File: src/rtl/conf_pkg.sv
// rtl/conf_pkg.sv - shared constants and state types for the UART config receiver
package conf_pkg;

   localparam logic [7:0] CH_0     = 8'h30;
   localparam logic [7:0] CH_9     = 8'h39;
   localparam logic [7:0] CH_COMMA = 8'h2C;
   localparam logic [7:0] CH_LF    = 8'h0A;
   localparam logic [7:0] CH_CR    = 8'h0D;

   typedef enum logic [2:0] {IDLE, START, DATA, PARITY, STOP, BREAK} bit_st_t;

   typedef enum logic {FIELD, DISCARD} prs_st_t;

   function automatic logic is_digit(input logic [7:0] b);
      return (b >= CH_0) && (b <= CH_9);
   endfunction

endpackage

File: src/rtl/uart_rx_byte.sv
// rtl/uart_rx_byte.sv - line synchroniser and bit FSM; CONF_PARITY_EN selects 8E1 instead of 8N1
module uart_rx_byte
   import conf_pkg::*;
#(
   parameter int CLK_PER_BIT = 16
) (
   input  logic       clk,
   input  logic       rst,
   input  logic       uart_data,
   output logic [7:0] byte_data,
   output logic       byte_vld,
   output logic       byte_err
);

   localparam int CW = $clog2(CLK_PER_BIT);
   localparam logic [CW-1:0] CNT_LAST = CW'(CLK_PER_BIT - 1);
   localparam logic [CW-1:0] CNT_HALF = CW'(CLK_PER_BIT / 2 - 1);

   logic          sync1_q, sync2_q;
   bit_st_t       st_q, st_d;
   logic [CW-1:0] cnt_q, cnt_d;
   logic [2:0]    bit_q, bit_d;
   logic [7:0]    sh_q, sh_d;
   logic          vld_q, vld_d;
   logic          err_q, err_d;
   logic          stop_ok;
`ifdef CONF_PARITY_EN
   logic          par_bad_q, par_bad_d;
`endif

   logic rx;
   assign rx = sync2_q;

   // two-flop synchroniser; resets to the idle (high) line level
   always_ff @(posedge clk) begin
      if (rst) begin
         sync1_q <= 1'b1;
         sync2_q <= 1'b1;
      end else begin
         sync1_q <= uart_data;
         sync2_q <= sync1_q;
      end
   end

   // bit FSM state and datapath registers
   always_ff @(posedge clk) begin
      if (rst) begin
         st_q      <= IDLE;
         cnt_q     <= '0;
         bit_q     <= '0;
         sh_q      <= '0;
         vld_q     <= 1'b0;
         err_q     <= 1'b0;
`ifdef CONF_PARITY_EN
         par_bad_q <= 1'b0;
`endif
      end else begin
         st_q      <= st_d;
         cnt_q     <= cnt_d;
         bit_q     <= bit_d;
         sh_q      <= sh_d;
         vld_q     <= vld_d;
         err_q     <= err_d;
`ifdef CONF_PARITY_EN
         par_bad_q <= par_bad_d;
`endif
      end
   end

   // next-state: start is qualified at half bit, later bits sampled every full bit from there
   always_comb begin
      st_d      = st_q;
      cnt_d     = cnt_q + 1'b1;
      bit_d     = bit_q;
      sh_d      = sh_q;
      vld_d     = 1'b0;
      err_d     = 1'b0;
`ifdef CONF_PARITY_EN
      par_bad_d = par_bad_q;
      stop_ok   = rx & ~par_bad_q;
`else
      stop_ok   = rx;
`endif
      case (st_q)
         IDLE: begin
            cnt_d = '0;
            if (!rx) st_d = START;
         end
         START: begin
            if (cnt_q == CNT_HALF) begin
               cnt_d = '0;
               bit_d = '0;
               st_d  = rx ? IDLE : DATA;
            end
         end
         DATA: begin
            if (cnt_q == CNT_LAST) begin
               cnt_d = '0;
               sh_d  = {rx, sh_q[7:1]};
               bit_d = bit_q + 1'b1;
               if (bit_q == 3'd7) begin
`ifdef CONF_PARITY_EN
                  st_d = PARITY;
`else
                  st_d = STOP;
`endif
               end
            end
         end
`ifdef CONF_PARITY_EN
         PARITY: begin
            if (cnt_q == CNT_LAST) begin
               cnt_d     = '0;
               par_bad_d = rx ^ (^sh_q);
               st_d      = STOP;
            end
         end
`endif
         STOP: begin
            if (cnt_q == CNT_LAST) begin
               cnt_d = '0;
               if (stop_ok) begin
                  vld_d = 1'b1;
                  st_d  = IDLE;
               end else begin
                  err_d = 1'b1;
                  st_d  = BREAK;
               end
            end
         end
         BREAK: begin
            // wait for a full bit time of continuous high line before hunting for a start
            if (!rx) begin
               cnt_d = '0;
            end else if (cnt_q == CNT_LAST) begin
               cnt_d = '0;
               st_d  = IDLE;
            end
         end
         default: begin
            st_d  = IDLE;
            cnt_d = '0;
         end
      endcase
   end

   assign byte_data = sh_q;
   assign byte_vld  = vld_q;
   assign byte_err  = err_q;

endmodule

File: src/rtl/uart_conf_rx.sv
// rtl/uart_conf_rx.sv - UART decimal-field parameter receiver; CONF_PARITY_EN selects 8E1 frames
module uart_conf_rx
   import conf_pkg::*;
#(
   parameter int CLK_PER_BIT = 16,
   parameter int NUM_PAR     = 5,
   parameter int PAR_W       = 16
) (
   input  logic                     clk,
   input  logic                     rst,
   input  logic                     uart_data,
   output logic [NUM_PAR*PAR_W-1:0] par_flat,
   output logic                     is_data_ready,
   output logic                     rx_err
);

   localparam int IW = (NUM_PAR > 1) ? $clog2(NUM_PAR) : 1;
   localparam int AW = PAR_W + 4;
   localparam logic [IW-1:0] IDX_LAST = IW'(NUM_PAR - 1);

   logic [7:0] byte_data;
   logic       byte_vld;
   logic       byte_err;

   uart_rx_byte #(.CLK_PER_BIT(CLK_PER_BIT)) u_rx_byte (
      .clk       (clk),
      .rst       (rst),
      .uart_data (uart_data),
      .byte_data (byte_data),
      .byte_vld  (byte_vld),
      .byte_err  (byte_err)
   );

   prs_st_t                  prs_q, prs_d;
   logic [PAR_W-1:0]         acc_q, acc_d;
   logic [IW-1:0]            idx_q, idx_d;
   logic                     has_digit_q, has_digit_d;
   logic [PAR_W-1:0]         shadow_q [NUM_PAR];
   logic [PAR_W-1:0]         shadow_d [NUM_PAR];
   logic [NUM_PAR*PAR_W-1:0] par_q, par_d;
   logic                     rdy_q, rdy_d;
   logic                     err_q, err_d;

   logic [AW-1:0]            acc_x, prod;
   logic [PAR_W-1:0]         acc_sat;

   // acc*10 + digit with headroom, clamped to all-ones on overflow
   always_comb begin
      acc_x   = AW'(acc_q);
      prod    = (acc_x << 3) + (acc_x << 1) + AW'(byte_data[3:0]);
      acc_sat = (|prod[AW-1:PAR_W]) ? {PAR_W{1'b1}} : prod[PAR_W-1:0];
   end

   // parser registers and committed parameter bank
   always_ff @(posedge clk) begin
      if (rst) begin
         prs_q       <= FIELD;
         acc_q       <= '0;
         idx_q       <= '0;
         has_digit_q <= 1'b0;
         par_q       <= '0;
         rdy_q       <= 1'b0;
         err_q       <= 1'b0;
         for (int i = 0; i < NUM_PAR; i++) shadow_q[i] <= '0;
      end else begin
         prs_q       <= prs_d;
         acc_q       <= acc_d;
         idx_q       <= idx_d;
         has_digit_q <= has_digit_d;
         par_q       <= par_d;
         rdy_q       <= rdy_d;
         err_q       <= err_d;
         shadow_q    <= shadow_d;
      end
   end

   // parser: accumulate digits, stage fields on ',', commit the whole bank atomically on '\n'
   always_comb begin
      prs_d       = prs_q;
      acc_d       = acc_q;
      idx_d       = idx_q;
      has_digit_d = has_digit_q;
      shadow_d    = shadow_q;
      par_d       = par_q;
      rdy_d       = 1'b0;
      err_d       = 1'b0;
      case (prs_q)
         FIELD: begin
            if (byte_err) begin
               err_d       = 1'b1;
               prs_d       = DISCARD;
               acc_d       = '0;
               idx_d       = '0;
               has_digit_d = 1'b0;
            end else if (byte_vld) begin
               if (is_digit(byte_data)) begin
                  acc_d       = acc_sat;
                  has_digit_d = 1'b1;
               end else if (byte_data == CH_COMMA) begin
                  if (has_digit_q && (idx_q < IDX_LAST)) begin
                     shadow_d[idx_q] = acc_q;
                     idx_d           = idx_q + 1'b1;
                     acc_d           = '0;
                     has_digit_d     = 1'b0;
                  end else begin
                     err_d       = 1'b1;
                     prs_d       = DISCARD;
                     acc_d       = '0;
                     idx_d       = '0;
                     has_digit_d = 1'b0;
                  end
               end else if (byte_data == CH_LF) begin
                  // the line ends the packet either way, so the parser stays in FIELD
                  if (has_digit_q && (idx_q == IDX_LAST)) begin
                     shadow_d[idx_q] = acc_q;
                     for (int i = 0; i < NUM_PAR; i++) par_d[i*PAR_W +: PAR_W] = shadow_d[i];
                     rdy_d = 1'b1;
                  end else begin
                     err_d = 1'b1;
                  end
                  acc_d       = '0;
                  idx_d       = '0;
                  has_digit_d = 1'b0;
               end else if (byte_data != CH_CR) begin
                  err_d       = 1'b1;
                  prs_d       = DISCARD;
                  acc_d       = '0;
                  idx_d       = '0;
                  has_digit_d = 1'b0;
               end
            end
         end
         DISCARD: begin
            // one error per packet already reported; resynchronise on the next line end
            if (byte_vld && (byte_data == CH_LF)) prs_d = FIELD;
         end
         default: prs_d = FIELD;
      endcase
   end

   assign par_flat      = par_q;
   assign is_data_ready = rdy_q;
   assign rx_err        = err_q;

endmodule

File: config.mk
export PLATFORM = sky130hd
export DESIGN_NAME = uart_conf_rx
export DESIGN_NICKNAME = d
export VERILOG_FILES = /design/src/rtl/conf_pkg.sv /design/src/rtl/uart_rx_byte.sv /design/src/rtl/uart_conf_rx.sv
export SDC_FILE = /design/constraint.sdc
export NUM_CORES = 1
export LEC_CHECK = 0
export CORE_MARGIN = 5
export CORE_UTILIZATION = 41
export CTS_BUF_LIST = sky130_fd_sc_hd__clkbuf_4 sky130_fd_sc_hd__clkbuf_8
export DETAILED_ROUTE_END_ITERATION = 8
export PLACE_DENSITY = 0.59
export SYNTH_ARGS = -nofsm -noshare
export SYNTH_HDL_FRONTEND = slang
export SYNTH_HIERARCHICAL = 1
export SYNTH_SLANG_ARGS = --single-unit
export TNS_END_PERCENT = 50
File: constraint.sdc
create_clock -name clk -period 3 [get_ports clk]
set_input_delay 0.45 -clock clk [delete_from_list [all_inputs] [get_ports clk]]
set_output_delay 0.45 -clock clk [all_outputs]
set_load 0.02 [all_outputs]
After elaboration in Yosys (flattened, before gate mapping)

Cells that the tools add are included.
Widths: inputs -> output; s select.

Bits in registers: 205
Latch bits: 0
Bits in writable memories: 0
Memory bits (read-only): 0
Bits of input ports: 3
Memories kept: 0

Add/subtract/negate cells: 5
Multiply operators: 0
Div/mod/pow operators: 0
$lt $le $gt $ge: 5
Equal/unequal tests: 20
Shifts and indexed selects: 0
Muxes and demuxes: 62
Bitwise gates (word level): 9
Reduce and logical (&&, ||, !) cells: 24

Operators with widths:

| operator            | number |
|---|---|
| $mux 80             | 4 |
| $mux 16             | 8 |
| $bwmux 80           | 1 |
| $mux 3              | 17 |
| $demux 16 s3        | 1 |
| $mux 1              | 23 |
| $reduce_and 7->1    | 3 |
| $add 19x17->20      | 1 |
| $add 20x4->20       | 1 |
| $ne 2x1->1 const B  | 8 |
| $pmux 3 s5          | 1 |
| $eq 3x3->1 const B  | 4 |
| $mux 4              | 3 |
| $pmux 4 s3          | 1 |
| $eq 8x4->1 const B  | 1 |
| $eq 8x6->1 const B  | 1 |
| $ge 8x6->1 const B  | 1 |
| $le 8x6->1 const B  | 1 |
| $ne 8x4->1 const B  | 1 |
| $not 1->1           | 8 |
| $reduce_bool 2->1   | 4 |
| $reduce_or 7->1     | 1 |
| $add 3x1->3 const B | 2 |
| $pmux 3 s2          | 1 |
| 22 further kinds    | 28 |

Longest topological paths before layout

Gate-level depths: netlist (run 1).

Word-level depth: 9
Depth in mapped cells: 13
Depth with buffers taken out: 11

Cells and area by module

Netlist (run 1), hierarchy kept.

By module, submodules not included:

| module       | times used | cells each | area each (µm²) | sequential area each (µm²) |
|---|---|---|---|---|
| uart_conf_rx | 1          | 989        | 8598.2          | 3663.5 |
| uart_rx_byte | 1          | 121        | 1044.8          | 440.4 |

Least setup slack after synthesis (run 1)

Ideal clock, no wire load.

Path kind: flip-flop to flip-flop
Start point: register u_rx_byte.sh_q[3], in the netlist u_rx_byte/byte_data[3]
End point: register acc_q[3]
Library setup time: 0.135 ns
Data arrival time: 2.986 ns
Required time: 2.865 ns
Setup slack: -0.121 ns
Stages on the path, launching flop included: 12
Path buffers: 1
Clock period less this slack: 3.121 ns
Cells stage by stage: dfxtp_1 fa_1 inv_1 fa_1 nor2b_1 o31a_1 o41ai_4 o21ba_2 o211ai_1 mux2i_2 buf_2 a41oi_1

Word-level cells in the longest chain between the ends: 6
Elaborated cells on any way between the ends: 16

RTL lines:

| item                                               | RTL line                                | source |
|---|---|---|
| start, declared                                    | uart_rx_byte.sv:23                      | `logic [7:0] sh_q, sh_d;` |
| start signal, assigned                             | uart_rx_byte.sv:51                      | `sh_q <= '0;` |
| start signal, assigned                             | uart_rx_byte.sv:61                      | `sh_q <= sh_d;` |
| $add 20x4->20 / $eq 8x4->1 (equally long branches) | uart_conf_rx.sv:50, uart_conf_rx.sv:112 |  |
| $reduce_or 4->1 / $mux 16 (equally long branches)  | uart_conf_rx.sv:51, uart_conf_rx.sv:112 |  |
| $mux 16 (on tied branches)                         | uart_conf_rx.sv:51, uart_conf_rx.sv:99  |  |
| $mux 16                                            | uart_conf_rx.sv:96                      | `if (is_digit(byte_data)) begin` |
| $mux 16                                            | uart_conf_rx.sv:95                      | `end else if (byte_vld) begin` |
| $mux 16                                            | uart_conf_rx.sv:89                      | `if (byte_err) begin` |
| end signal, assigned                               | uart_conf_rx.sv:58                      | `acc_q <= '0;` |
| end signal, assigned                               | uart_conf_rx.sv:67                      | `acc_q <= acc_d;` |
| end, declared                                      | uart_conf_rx.sv:35                      | `logic [PAR_W-1:0] acc_q, acc_d;` |

Parallel ways exist; a longest one is shown, timed or not. The select of a mux whose other input is x is not followed.
A chain may end at the register's enable or synchronous reset.

Final worst setup path (run 1)

Start point: register acc_q[0]
End point: register acc_q[2]

Word-level cells in the longest chain between the ends: 7

RTL lines:

| item               | RTL line           | source |
|---|---|---|
| $add 19x17->20 (*) | uart_conf_rx.sv:50 | `prod = (acc_x << 3) + (acc_x << 1) + AW'(byte_data[3:0]);` |
| $add 20x4->20 (*)  | uart_conf_rx.sv:50 |  |
| $reduce_or 4->1    | uart_conf_rx.sv:51 | `acc_sat = (\|prod[AW-1:PAR_W]) ? {PAR_W{1'b1}} : prod[PAR_W-1:0];` |
| $mux 16 (*)        | uart_conf_rx.sv:51 |  |
| $mux 16 (*)        | uart_conf_rx.sv:96 |  |
| $mux 16 (*)        | uart_conf_rx.sv:95 |  |
| $mux 16 (*)        | uart_conf_rx.sv:89 |  |

Every way passes the cells marked *; elsewhere a longest branch is shown, timed or not. The select of a mux whose other input is x is not followed.

==> results of run 1 <==
-- what timing repair did --
action | in CTS | in global routing
gates resized for setup | 3 | 11
endpoints found under the hold margin | 0 | 0
pin swaps | 3 | 4
setup endpoints to repair | 16 | 16
setup buffers | 0 | 2
-- cell usage in the layout, fill, tap and decap left out, types with 5 or more instances in the layout --
cell / synthesis / layout
sky130_fd_sc_hd__a211oi_1: 83 / 81
sky130_fd_sc_hd__nand2_1: 199 / 199
sky130_fd_sc_hd__nor3_1: 5 / 5
sky130_fd_sc_hd__nand3_1: 9 / 9
sky130_fd_sc_hd__o21ai_0: 12 / 12
sky130_fd_sc_hd__nor2_1: 108 / 108
sky130_fd_sc_hd__xnor2_1: 10 / 10
sky130_fd_sc_hd__inv_1: 12 / 12
sky130_fd_sc_hd__dfxtp_1: 205 / 203
sky130_fd_sc_hd__a21o_1: 7 / 7
sky130_fd_sc_hd__ha_1: 36 / 35
sky130_fd_sc_hd__a311oi_2: 0 / 5
sky130_fd_sc_hd__a311oi_1: 18 / 13
sky130_fd_sc_hd__a21oi_1: 131 / 131
sky130_fd_sc_hd__clkbuf_4: 0 / 12
sky130_fd_sc_hd__clkbuf_8: 0 / 46
sky130_fd_sc_hd__buf_4: 4 / 61
sky130_fd_sc_hd__clkdlybuf4s50_1: 0 / 83
sky130_fd_sc_hd__mux2i_1: 83 / 83
-- flip-flops by register name, summed over array words and instances (netlist names), 3 cells and up --
| register | flops |
|---|---|
| idx_q | 3 |
| u_rx_byte/byte_data | 8 |
| u_rx_byte/st_q | 3 |
| u_rx_byte/cnt_q | 4 |
| u_rx_byte/bit_q | 3 |
| shadow_q | 80 |
| par_flat | 80 |
| acc_q | 16 |
-- logic make-up after synthesis --
logic type,after synthesis
xor gates and xnor gates,13
and+or+nand+nor,370
adders and majority gates,38
muxes,86
DFF,205
buffers and inverters,105
AOI/OAI and AO/OA,293
-- power groups by stage --
stage / registers [mW] / clock network, mW / logic (mW)
detailed placement: 2.80 / 0 / 0.0818
global route: 2.74 / 2.97 / 0.0908
global placement: 2.80 / 0 / 0.0816
finish: 2.74 / 2.74 / 0.0813
CTS: 2.74 / 2.82 / 0.0815
floorplan: 2.79 / 0 / 0.0680
-- Yosys cell counts (4+ instances only) --
cell type                  instances
sky130_fd_sc_hd__a211oi_1         83
sky130_fd_sc_hd__a21o_1            7
sky130_fd_sc_hd__a21oi_1         131
sky130_fd_sc_hd__a22oi_1           4
sky130_fd_sc_hd__a311oi_1         18
sky130_fd_sc_hd__a41oi_1           4
sky130_fd_sc_hd__buf_2            38
sky130_fd_sc_hd__buf_4             4
sky130_fd_sc_hd__buf_6             4
sky130_fd_sc_hd__clkbuf_1         45
sky130_fd_sc_hd__dfxtp_1         205
sky130_fd_sc_hd__ha_1             36
sky130_fd_sc_hd__inv_1            12
sky130_fd_sc_hd__mux2i_1          83
sky130_fd_sc_hd__nand2_1         199
sky130_fd_sc_hd__nand3_1           9
sky130_fd_sc_hd__nor2_1          108
sky130_fd_sc_hd__nor2b_1           5
sky130_fd_sc_hd__nor3_1            5
sky130_fd_sc_hd__nor3_2            5
sky130_fd_sc_hd__o211ai_1          4
sky130_fd_sc_hd__o21a_1            4
sky130_fd_sc_hd__o21ai_0          12
sky130_fd_sc_hd__o21bai_1          5
sky130_fd_sc_hd__xnor2_1          10
-- layout make-up --
type,instances,area [um^2]
clock buffer,58,723
inverter,12,45.0
fill,2201,11500
clock inverter,4,55.1
multi-input combinational,800,5140
tap,319,399
sequential,205,4110
timing repair buffer,150,1380
-- worst max-delay path: cells and delay by family, from the launching register on --
kind	cells	cell delay (ns)
AOI/OAI and AO/OA	5	0.88
adders and majority gates	2	0.90
buffers and inverters	2	0.24
DFF	1	0.35
muxes	1	0.31
and+or+nand+nor	1	0.12
-- how the worst min path moves through the flow --
stage	startpoint	end	slack (ns)	cells after the start
after floorplan	u_rx_byte/sync1_q$_SDFF_PP1_	u_rx_byte/rx$_SDFF_PP1_	0.39	1
after detailed placement	u_rx_byte/sync1_q$_SDFF_PP1_	u_rx_byte/rx$_SDFF_PP1_	0.40	1
after global placement	u_rx_byte/sync1_q$_SDFF_PP1_	u_rx_byte/rx$_SDFF_PP1_	0.39	1
after global routing	u_rx_byte/sync1_q$_SDFF_PP1_	u_rx_byte/rx$_SDFF_PP1_	0.44	1
final	u_rx_byte/sync1_q$_SDFF_PP1_	u_rx_byte/rx$_SDFF_PP1_	0.41	1
after CTS	u_rx_byte/sync1_q$_SDFF_PP1_	u_rx_byte/rx$_SDFF_PP1_	0.41	1
-- stage by stage --
step / std cells / power, mW / instance area, um^2 / util (%) / worst slack (ns)
after floorplan: 1110 / 2.86 / 9660 / - / 0.00253
after global placement: 1484 / 2.88 / 11000 / 47.1 / -0.0710
after detailed placement: 1484 / 2.88 / 11000 / 47.1 / -0.106
after CTS: 1546 / 5.64 / 11800 / 50.5 / 0.0125
after global routing: 1548 / 5.79 / 11800 / 50.8 / -0.117
final: 1548 / 5.56 / 11800 / 50.8 / 0.00472
-- metal layers --
| metal | up-vias | global-route usage (%) |
|---|---|---|
| met4 | 0 | 6.06 |
| li1 | 4124 | - |
| met2 | 154 | 28.3 |
| met3 | 47 | 3.41 |
| met1 | 3699 | 24.4 |
| met5 | - | 0 |
==> results, run 1 <==
- The antenna diode instance count is 0.
- The sequential area share after synthesis is 42.6%.
- The required time at the endpoint of the critical path is roughly 3.3 ns.
- The routed layout has 8024 vias.
- Setup repair after global routing could not meet its margin everywhere.
- The type of the most critical hold path is flip-flop to flip-flop.
- The reg-to-reg setup timing slack is around 0.0047 ns.
- The worst reg-to-reg path cell count is 11.
- After synthesis, the largest family of logic cells by area is compound AO/OA/AOI/OAI gates.
- In the global route stage, overall resource usage came out at between 15 and 20%.
- In this run the worst setup path begins at acc_q[0]$_SDFFE_PP0P_.
- The minimum clock period after layout is 3.00 ns.
- At the pin with the least slew margin, the transition time is 1.04 ns.
- In the finished design, the share of the clock period the worst path needs comes to 99.8%.
- The worst-case IR drop observed on VDD is roughly 340 uV.
- In this run, CTS created clock tree buffers numbering 37.
- The total area inside the core boundary comes to 23300 um^2.
- The source-to-sink clock delay at the later pin of the worst-skew pair is about 0.52 ns.
- The fraction of power consumed by the clock network is 49.3%.
- Summing the areas of all compound-gate instances in the mapped netlist gives 19.9% of the synthesized area.
- Synthesis inferred 205 register bits.
- At the end of routability-driven placement, the weighted congestion stood at approximately 0.84.
- The standard-cell row count is 56.
- After detailed routing, the met2 layer carries 10900 um of wire.
- The aggregate routed wire length is 24200 um.
- From synthesis to final layout, the design area changed by 22.9%.
- The library cell occupying the most area in the post-synthesis netlist is sky130_fd_sc_hd__dfxtp_1.
- No sink is reached through more buffers than the 3 on the longest clock path.
- Of the total synthesized cell area, the portion taken by full adders, half adders and majority gates is 5.09%.
- The cell count after synthesis is 1110.
- During synthesis, Yosys emitted a total of 6 warnings.
- For the final routed database, the setup TNS stands at 0 ns.
- After synthesis, the share of cell area in mux cells is 8.99%.
- The number of DRC violations after detailed routing is 0.
- The initial antenna violation count is 0.
- The critical path is of the flip-flop to flip-flop type.
- The number of global-route vias before repair is 7525.
- TritonCTS built the clock tree.
- The register share of total power is 49.2%.
- The setup-violating endpoint count in the final report is 0.
- The switching power summed over all nets is 1.19 mW.
- The final count of hold timing violations is 0.
- Hold repair after CTS inserted 0 buffers.
- Headroom to the max-slew limit came out at ~31%.
- The first TritonRoute pass finished after 5 iterations.
- Ranked by total cell area, the synthesized netlist is headed by sky130_fd_sc_hd__dfxtp_1, sky130_fd_sc_hd__mux2i_1, sky130_fd_sc_hd__nand2_1.
- The remaining antenna violation count after routing is 0.
- In the routed layout, each cell is associated on average with a via count of 5.18.
- The cell-internal power is 4.37 mW.
- The share of the synthesized netlist area taken by xor and xnor gates is under 10%.
- Traced cell by cell, the critical path runs through fa_1, inv_1, fa_2, nor2b_4, o31a_1, o41ai_4, o21ba_2, o211ai_1, mux2i_2, buf_6, a311oi_1.
- The average detailed-routed wire length per instance is about 16 um.
- Signal routing reaches up to met4.
- The sort of element at the end of the critical path is a flip-flop.
- For this configuration, the core starts out at a cell density of 41.3%.
- For this run, the slowest stage of the critical path takes 0.54 ns.
- Entering global routing, the biggest net connects 135 pins.
- The proportion of power drawn by combinational gates is roughly 1.5%.
- The number of synthesized flops with an enable pin is 0.
- The share of layout cells above drive strength 1 is 14.2%.
- between 80 and 90 I/O pins were placed.
- The floorplan step defined a die boundary enclosing 26700 um^2.
- The final-report max-slew violation count is 0.
- Summed over all cells, the static leakage comes to around 4.1 nW.
- The H-tree was split into 2 levels.
- Hold is met by roughly 0.41 ns.
- A synthesized cell averages roughly 8.7 um^2.
- The number of nets in the layout is 1247.
- The worst-path maximum fanout is 9.
- Input and output buffers added on the ports amount to 84.
- The count of max-cap constraint violations is 0.
- The final worst clock skew is 0.0195 ns.
- The maximum frequency from static timing analysis is 334 MHz.
- The wire length of the first global-routing pass is roughly 39000 um.
- The area fraction in and, or, nand and nor cells after synthesis is 17.3%.
- For this design the ratio of total power to cell area is 469 nW/um^2.
- In this run the biggest area consumer among cell types represents 42.6% of the synthesized area.
- For this run, asynchronously set or reset flops after synthesis account for 0%.
- The end of the critical path is acc_q[2]$_SDFFE_PP0P_.
- In this run the cell area of the synthesized design comes to between 9000 and 10000 um^2.
- The launch instance of the worst register-to-register path is acc_q[0]$_SDFFE_PP0P_.
- The primary flip-flop cell chosen by synthesis mapping is sky130_fd_sc_hd__dfxtp_1.
- The floorplan step set the die width to 163 um.
- The flow ran to the end, and the final reports show no timing, DRC or antenna violations.
- The tree is rooted in a sky130_fd_sc_hd__clkbuf_8.
- The post-detailed-placement half-perimeter wirelength is 16200 um.
- The number of different library cells in the post-synthesis netlist is 70.
- In this run the critical register-to-register path is captured at acc_q[2]$_SDFFE_PP0P_.
- The register clock-pin slew on the reported worst setup and hold paths is 0.06 ns.
- The total overflow reported by the global router is 0.
- The detailed router's first-iteration violation count is 523.
- The total length of routed met3 wires is 1030 um.
- The height of the chip is 163 um.
- The post-synth net total is 1151.
- The met1 routed wirelength after detailed routing is 11600 um.
- The startpoint kind of the worst setup timing path is a flip-flop.
- The data arrival time of the critical path is around 3.3 ns.
- The switching part of the total power is between 20% and 30%.
- The slowest stage cell on the critical path is sky130_fd_sc_hd__fa_1.
- The number of clock sinks is 205.
Power figures use the tool's default switching activity.
==> run 2: changes to the inputs <==
- CORE_UTILIZATION: 41 -> 54
- PLACE_DENSITY: 0.59 -> 0.75
- REMOVE_ABC_BUFFERS: unset -> 1
==> results, run 2 (synthesis results as in run 1) <==
- The average detailed-routed wire length per instance is 16.2 um (+3.9%).
- The initial antenna violation count is 0 (unchanged).
- The final-layout worst hold slack is 0.411 ns (+0.00383 ns).
- The post-placement worst setup slack is -0.0260 ns (+0.0802 ns).
- The standard-cell row count was 48 (-14%).
- The total core area came to 17400 um^2 (-25%).
- In this run the worst hold path is classified as flip-flop to flip-flop.
- The transition at the pin with the smallest max-transition slack came to 1.10 ns (+0.0579 ns).
- The number of vias after detailed routing came to 8172 (+1.8%).
- The wire length of the first global-routing pass is 38500 um (-1.6%).
- The register clock-pin slew on the reported worst setup and hold paths came to 0.06 ns (about the same).
- The number of clock sinks is 205 (unchanged).
- The area taken by flip-flops and latches is 4110 um^2 (unchanged).
- The total overflow reported by the global router is 0 (unchanged).
- The area growth from synthesis to final layout is 20.0%.
- The reported leakage power is 4.06 nW (-1.9%).
- The number of nets in the layout came to 1234 (-1.0%).
- The number of DRC violations after detailed routing is 0 (unchanged).
- The core utilization of the finished layout is 66.4% (+16 points).
- The source-to-sink clock delay at the later pin of the worst-skew pair is 0.52 ns (about the same).
- The reg-to-reg setup timing slack came to 0.02 ns (about the same).
- The filler cell count is 1419 (-36%).
- The setup-violating endpoint count in the final report came to 0 (unchanged).
- The run finished with clean final reports.
- The x dimension of the die came to 144 um (-12%).
- The total die area is 20600 um^2 (-23%).
- The most critical setup path has its startpoint at acc_q[2]$_SDFFE_PP0P_.
- The number of detailed-routing iterations run before antenna repair came to 5 (unchanged).
- The maximum frequency from static timing analysis came to 336 MHz (+0.50%).
- The number of H-tree branching levels is 2 (unchanged).
- The largest net degree at the start of global routing is 142 (+5.2%).
- The number of global-route vias before repair is 7614 (+1.2%).
- The worst setup path is captured at a flip-flop.
- The final-report max-slew violation count came to 0 (unchanged).
- The CTS tree is built.
- The aggregate routed wire length is 23400 um (-3.3%).
- The number of buffers added on ports is 84 (unchanged).
- The via density per instance came to 5.67 (+9.4%).
- The minimum clock period after layout came to 2.98 ns (-0.0150 ns).
- The most common library cell in the layout ignoring fill and taps is sky130_fd_sc_hd__dfxtp_1.
- The cell sitting at the root of the clock tree is a sky130_fd_sc_hd__clkbuf_8.
- The total CTS buffers is 37 (unchanged).
- The detailed router's first-iteration violation count was 717 (+37%).
- The final estimated routing congestion in global placement is 0.880 (+4.9%).
- The final critical-path setup slack is 0.0197 ns (+0.0150 ns).
- The global-route total usage across every layer is 22.7% (+4.9 points).
- The startpoint identified for the worst register-to-register timing path is acc_q[2]$_SDFFE_PP0P_.
- The final count of hold timing violations came to 0 (unchanged).
- The share of the clock period used by the worst path after layout is 99.3% (-0.50 points).
- The quantity of hold-fixing buffers added after cts is 0 (unchanged).
- The worst-path maximum fanout was 16 (+7).
- The maximum clock path buffer count came to 3 (unchanged).
- The share of layout cells above drive strength 1 is 12.9% (-1.2 points).
- The category of the most critical setup path is flip-flop to flip-flop.
- The antenna diode instance count is 0 (unchanged).
- The initial cell density of the core is 55.4% (+14 points).
- The post-detailed-placement half-perimeter wirelength is 14900 um (-7.6%).
- The library cells used most frequently in the layout, excluding fill and tap cells, are sky130_fd_sc_hd__dfxtp_1, sky130_fd_sc_hd__nand2_1, sky130_fd_sc_hd__a21oi_1, sky130_fd_sc_hd__nor2_1.
- The required time at the endpoint of the critical path is 3.40 ns (+0.06 ns).
- The area of the multi-input gates is 5090 um^2 (-0.83%).
- The remaining antenna violation count after routing came to 0 (unchanged).
- The worst relative slew slack was 26.9% (-3.9 points).
- The data arrival time of the critical path came to 3.38 ns (+0.05 ns).
- The startpoint of the most critical hold path is u_rx_byte/sync1_q$_SDFF_PP1_.
- The total I/O pin count was 85 (unchanged).
- Setup repair after global routing could not meet its margin everywhere.
- The final worst clock skew came to 0.0236 ns (+0.00419 ns).
- The count of max-cap constraint violations is 0 (unchanged).
- The maximum vdd drop is 327 uV (-3.3%).
- The height of the chip came to 144 um (-12%).
- The startpoint kind of the worst setup timing path is a flip-flop.
- The total power density per cell area is 469 nW/um^2 (about the same).
run 2: repair_timing:
action	4_1_cts	5_1_grt
endpoints found under the hold margin	0	0
setup endpoints to repair	10	16
pin swaps	3	6
resized for setup	5	8
setup buffers	0	2
run 2: per-stage QoR:
step | power, mW | setup TNS [ns] | instances | instance area (um^2)
6_report | 5.43 | 0 | 1441 | 11600
5_1_grt | 5.63 | -0.741 | 1441 | 11600
4_1_cts | 5.48 | 0 | 1439 | 11500
3_5_place_dp | 2.88 | -0.0622 | 1377 | 10800
3_3_place_gp | 2.87 | 0 | 1377 | 10800
2_1_floorplan | 2.82 | -275.02 | 1017 | 9200
run 2: worst paths after layout:
kind                              to  cells past startpoint
max            acc_q[9]$_SDFFE_PP0P_                     10
min          u_rx_byte/rx$_SDFF_PP1_                      1
max reg2reg    acc_q[9]$_SDFFE_PP0P_                     10
min reg2reg  u_rx_byte/rx$_SDFF_PP1_                      1
run 2: critical path, cell delays in order (launching register included):
cell and delay [ns]:
sky130_fd_sc_hd__dfxtp_2 0.33, sky130_fd_sc_hd__fa_1 0.52, sky130_fd_sc_hd__ha_1 0.37, sky130_fd_sc_hd__a211oi_2 0.25, sky130_fd_sc_hd__o211ai_1 0.19, sky130_fd_sc_hd__a41oi_2 0.32, sky130_fd_sc_hd__o31ai_2 0.11, sky130_fd_sc_hd__xnor2_1 0.13
sky130_fd_sc_hd__and4_1 0.23, sky130_fd_sc_hd__buf_12 0.16, sky130_fd_sc_hd__a311oi_1 0.28
run 2: final cells by class:
| class | instances | area share (%) |
|---|---|---|
| Clock buffer | 57 | 6.13 |
| Clock inverter | 5 | 0.303 |
| Inverter | 12 | 0.389 |
| Multi-Input combinational cell | 800 | 44.0 |
| Sequential cell | 205 | 35.5 |
| Tap cell | 225 | 2.43 |
| Timing Repair Buffer | 137 | 11.2 |
run 2: report_power, final:
part	switching, mW	internal [mW]	leakage (nW)
Combinational	0.0566	0.0238	2.01
Clock	1.11	1.50	0.395
Sequential	0.00891	2.73	1.65
Total	1.17	4.25	4.06
run 2: routing by layer:
layer | vias to the layer above | global-route usage (%) | routed length (um)
li1 | 4104 | - | -
met1 | 3784 | 30.8 | 10400
met2 | 231 | 36.7 | 10800
met3 | 53 | 4.39 | 1470
met4 | 0 | 7.23 | 692
met5 | - | 0 | 0
